===== config.mk =====
export PLATFORM = sky130hd
export DESIGN_NAME = multiplier_appr
export DESIGN_NICKNAME = d
export VERILOG_FILES = /design/src/rtl/multiplier_appr.sv
export SDC_FILE = /design/constraint.sdc
export NUM_CORES = 1
export LEC_CHECK = 0
export ABC_AREA = 1
export BUFFER_PORTS_ARGS = -buffer_cell sky130_fd_sc_hd__clkbuf_2
export CORE_MARGIN = 10
export CORE_UTILIZATION = 40
export DETAILED_ROUTE_END_ITERATION = 8
export PLACE_DENSITY_LB_ADDON = 0.2
export SLEW_MARGIN = 40
export SYNTH_ARGS = -nofsm -noshare
export SYNTH_HDL_FRONTEND = slang
export SYNTH_SLANG_ARGS = --single-unit
export TNS_END_PERCENT = 10

===== constraint.sdc =====
create_clock -name clk -period 10.9 [get_ports clk]
set_input_delay 1.635 -clock clk [delete_from_list [all_inputs] [get_ports clk]]
set_output_delay 1.635 -clock clk [all_outputs]
set_load 0.005 [all_outputs]

===== src/rtl/multiplier_appr.sv =====
// Signed N x N approximate multiplier: sign-magnitude partial products with the
// low TRUNC columns dropped, two-stage pipeline with a valid strobe.
module multiplier_appr #(
   parameter int N     = 16,
   parameter int TRUNC = 8
) (
   input  logic             clk,
   input  logic             rst,
   input  logic             in_valid,
   input  logic [N-1:0]     a,
   input  logic [N-1:0]     b,
   output logic             out_valid,
   output logic [2*N-1:0]   out
);

   // Columns of weight below 2^TRUNC never reach the adder tree.
   localparam logic [2*N-1:0] KEEP_MASK = {(2*N){1'b1}} << TRUNC;

   // -2^(N-1) maps onto 2^(N-1), which still fits as an N-bit unsigned value.
   function automatic logic [N-1:0] mag_f(input logic [N-1:0] x);
      logic [N-1:0] m;
      if (x[N-1]) begin
         m = ~x + {{(N-1){1'b0}}, 1'b1};
      end else begin
         m = x;
      end
      return m;
   endfunction

   logic [N-1:0]   a_q;
   logic [N-1:0]   b_q;
   logic           v1_q;
   logic           v2_q;
   logic [2*N-1:0] out_q;
   logic [2*N-1:0] out_d;

   logic [N-1:0]   mag_a_s;
   logic [N-1:0]   mag_b_s;
   logic [2*N-1:0] pp_s;
   logic [2*N-1:0] prod_s;
   logic           sign_s;

   // Masked partial-product sum of the stage-1 operands, then sign restore.
   always_comb begin
      mag_a_s = mag_f(a_q);
      mag_b_s = mag_f(b_q);
      sign_s  = a_q[N-1] ^ b_q[N-1];
      prod_s  = '0;
      pp_s    = '0;
      for (int i = 0; i < N; i++) begin
         pp_s   = mag_b_s[i] ? (({{N{1'b0}}, mag_a_s} << i) & KEEP_MASK) : '0;
         prod_s = prod_s + pp_s;
      end
      // A zero magnitude stays +0 regardless of operand signs.
      if (sign_s && (prod_s != '0)) begin
         out_d = '0 - prod_s;
      end else begin
         out_d = prod_s;
      end
   end

   // Operand stage and result stage; reset discards everything in flight.
   always_ff @(posedge clk or posedge rst) begin
      if (rst) begin
         a_q   <= '0;
         b_q   <= '0;
         v1_q  <= 1'b0;
         v2_q  <= 1'b0;
         out_q <= '0;
      end else begin
         a_q   <= a;
         b_q   <= b;
         v1_q  <= in_valid;
         v2_q  <= v1_q;
         out_q <= out_d;
      end
   end

   assign out_valid = v2_q;
   assign out       = out_q;

endmodule


==> run summary <==
The highest clock rate was 97.6 MHz. In the post-synthesis netlist, the cell with the most instances is sky130_fd_sc_hd__nand2_1. Once placement finished, the instance area stood at 11500 sq um. The total of max-cap violations was 0; the delay contributed by the slowest stage of the critical path was 0.57 ns. The routed design could run at a clock period as short as 10.24 ns. After Yosys synthesis, XOR and XNOR cells account for 3.41% of the synthesized area. Dominant combinational cell family by area after synthesis: adder cells.

The logs give 10.47 ns for the arrival time of data at the critical path endpoint and 17.3% for the all-layer global routing usage. The H-tree was split into 3 levels. The count of nets left with antenna violations once routing finished came out at 0. The tools report the clock root buffer master as sky130_fd_sc_hd__clkbuf_16.

The total via count in the routed design is 8835, and the synthesized-area fraction occupied by adder cells is 40.2%. On the final layout, the worst clock skew is 0.0102 ns. The relative slew slack was 50.0%. Start point of the worst min-delay path: v1_q.

The first global-routing pass estimated 46.6 mm of wire. The logs give 11900 sq um for the post-route cell area and 1450 sq um for the sequential cell area. The worst setup path is launched from a register. CTS saw 58 sinks. Worst setup slack after layout: 0.657 ns.

The run gives 0 as the number of hold violations in the final report. The core region is 26000 sq um. Of the post-synthesis cell area, the part taken by muxes is 0%. In the synthesized netlist the dominant register cell turns out to be sky130_fd_sc_hd__dfrtp_1. The setup-violating endpoint count in the final report is 0, and the netlist area before placement is 10500 sq um. For the buffer count from post-CTS setup fixing, the log shows 0. The endpoint identified for the worst register-to-register timing path is out[23]. The classification of the worst-slack hold path is register to register. From bottom edge to top edge, the die measures 182 um.

Dividing the final minimum period by the clock period gives 94.0%. Clock network latency to the later pin of the worst-skew pair: 0.35 ns. The clock input transition at the sequential cells of the worst setup and hold paths is 0.06 ns.

The share of post-route cells with drive strength above 1 is 13.8%. The mean number of vias per cell was 4.81; the number of rows created at floorplan was 59. The detailed-placement wirelength estimate came out at 22.7 mm.

TritonCTS built the clock tree. 68 I/O pins were placed. The repair_antennas step left the layout with diodes totalling 0.

On the final layout, the worst hold slack is 0.348 ns. The number of search-and-repair iterations in the first detailed-routing pass was 5; the reg2reg setup slack was 0.66 ns. The compound-gate portion of the synthesized area is 3.67%, and the initial standard-cell utilization of the core is 40.6%. The final routed wirelength across all metal layers is 27.2 mm. The tools report the post-synthesis cell type count as 40. From left edge to right edge, the die measures 182 um. From synthesis to final layout, the design area changed by 13.0%.

The highest fanout seen on the critical path works out to 21. The run gives 2671 as the final-layout fill cell count. Entering global routing, the biggest net connects 59 pins. The reg-to-reg critical path startpoint was a_q[0]. The run finished with clean final reports. The final weighted congestion of routability-driven global placement is 0.892, and the portion of synthesized cell area occupied by the leading cell type is 30.9%.

The number of I/O port buffers is 59, and the number of warnings reported in the yosys synthesis log is 0. Data on the critical path is required at its endpoint by 11.12 ns. Via count of the first global-routing pass: 9227.

The total overflow left after global routing is 0. The average instance area after synthesis works out to 7.48 sq um. The number of clock buffers added by TritonCTS is 9. The part of the Yosys area used for sequential elements came out at 13.8%.

The number of gates given a new drive strength after cts was 0; the worst hold path cell count was 0. Multi-input gate area in the final layout: 7870 sq um. By instance count, the cell type seen most on the critical path is sky130_fd_sc_hd__fa_1.

At the pin with the least slew margin, the transition time is 0.747 ns. The area fraction in and, or, nand and nor cells after synthesis works out to 25.4%. Counting along the longest clock path gives a buffer depth of 2. The count of hold-fix buffers inserted at cts came out at 0. In this run, the number of DRC markers left after iteration 0 of detailed routing was 510.

Ranked by total cell area, the synthesized netlist is headed by sky130_fd_sc_hd__fa_1 31%, sky130_fd_sc_hd__nand2_1 14%, sky130_fd_sc_hd__dfrtp_1 14%. Counting cells, the worst reg-to-reg path comes to 50. By startpoint and endpoint, the worst setup path is classified as register to register. The synthesized design contains 0 enable-type register cells. After detailed routing, the average wire length per cell comes to 14.8 um.

The leading area contributor after synthesis was sky130_fd_sc_hd__fa_1. End of the worst hold path: out_valid. The largest individual stage delay along the critical path comes from the cell sky130_fd_sc_hd__fa_1. The max-slew violation count is 0. The logs give 0 for the initial antenna violation count and 1775 for the number of nets in the finished design. The share of flip-flops with an asynchronous set or reset after synthesis is 100%.

The die covers 33300 sq um. Synthesis produced 1409 cells. The number of register bits inferred by synthesis came out at 58. For this run, design rule violations remaining after detail routing come to 0. Timing analysis after detailed placement gives a worst setup slack of 0.143 ns.

The commonest cells after synthesis are 390 x sky130_fd_sc_hd__nand2_1, 321 x sky130_fd_sc_hd__inv_1, 163 x sky130_fd_sc_hd__fa_1. STA classifies the critical path endpoint as a register. The tools report the post-layout utilization of the core as 45.8%.
## per-layer routing
metal / track usage, % / vias up / share of wire, %
li1: - / 4328 / -
met1: 23.5 / 4268 / 47
met2: 27.7 / 208 / 46
met3: 3.36 / 31 / 5.5
met4: 4.30 / 0 / 1.7
met5: 0 / - / 0
## sequential cells by signal (all words and copies together) (netlist names)
name	count
b_q	16
v1_q	1
out	24
out_valid	1
a_q	16
## layout by cell type (no fill, tap or decap), drive strengths merged
cell	n
clkinvlp	1
nor3	15
a21oi	30
ha	78
nor4	2
nand2	402
xnor2	10
o21ai	33
clkinv	8
dfrtp	58
nor2	123
buf	49
nand3b	4
nand4	7
nand3	69
o31ai	2
clkbuf	69
conb	8
fa	163
a31oi	3
a21boi	1
and3	2
or2	9
xor2	31
inv	324
and2	2
## worst max path at each step
stage,cells past startpoint,end,from
after floorplan,55,out[15],a_q[0]
after global routing,49,out[9],a_q[0]
after detailed placement,47,out[14],a_q[0]
final,50,out[23],a_q[0]
after CTS,52,out[14],a_q[0]
after global placement,52,out[23],a_q[0]
## metrics by stage
stage	cells	setup TNS, ns
floorplan	1416	0
global placement	1823	0
detailed placement	1823	0
CTS	1838	0
global route	1838	-0.0941
finish	1838	0
## cell families (layout without fill, tap and decap cells)
kind of cell,count (synthesis),count (layout)
other,1,8
adder cells (fa/ha/maj),241,241
AO/OA/AOI/OAI,69,69
AND/OR/NAND/NOR,635,635
buffers and inverters,364,451
flip-flops,58,58
XOR/XNOR,41,41
## critical path, delay by kind of cell, from the launching register on
kind            cells  cell delay [ns]
buf+inv            10             0.87
compound gates      5             0.58
fa+ha+maj          11             5.29
xor+xnor            1             0.18
flops               1             0.39
simple gates       23             2.74
## area by class of cell
class / instances / share of cell area (%)
inverters: 328 / 10.4
flip-flops and latches: 58 / 12.2
well taps: 335 / 3.52
clock buffers: 10 / 2.01
clock inverters: 5 / 0.263
repair buffers: 108 / 5.66
multi-input cells: 994 / 66.0
Power is not shown: default switching activity piles up to over one toggle a cycle in this logic, so the estimate is an artifact.
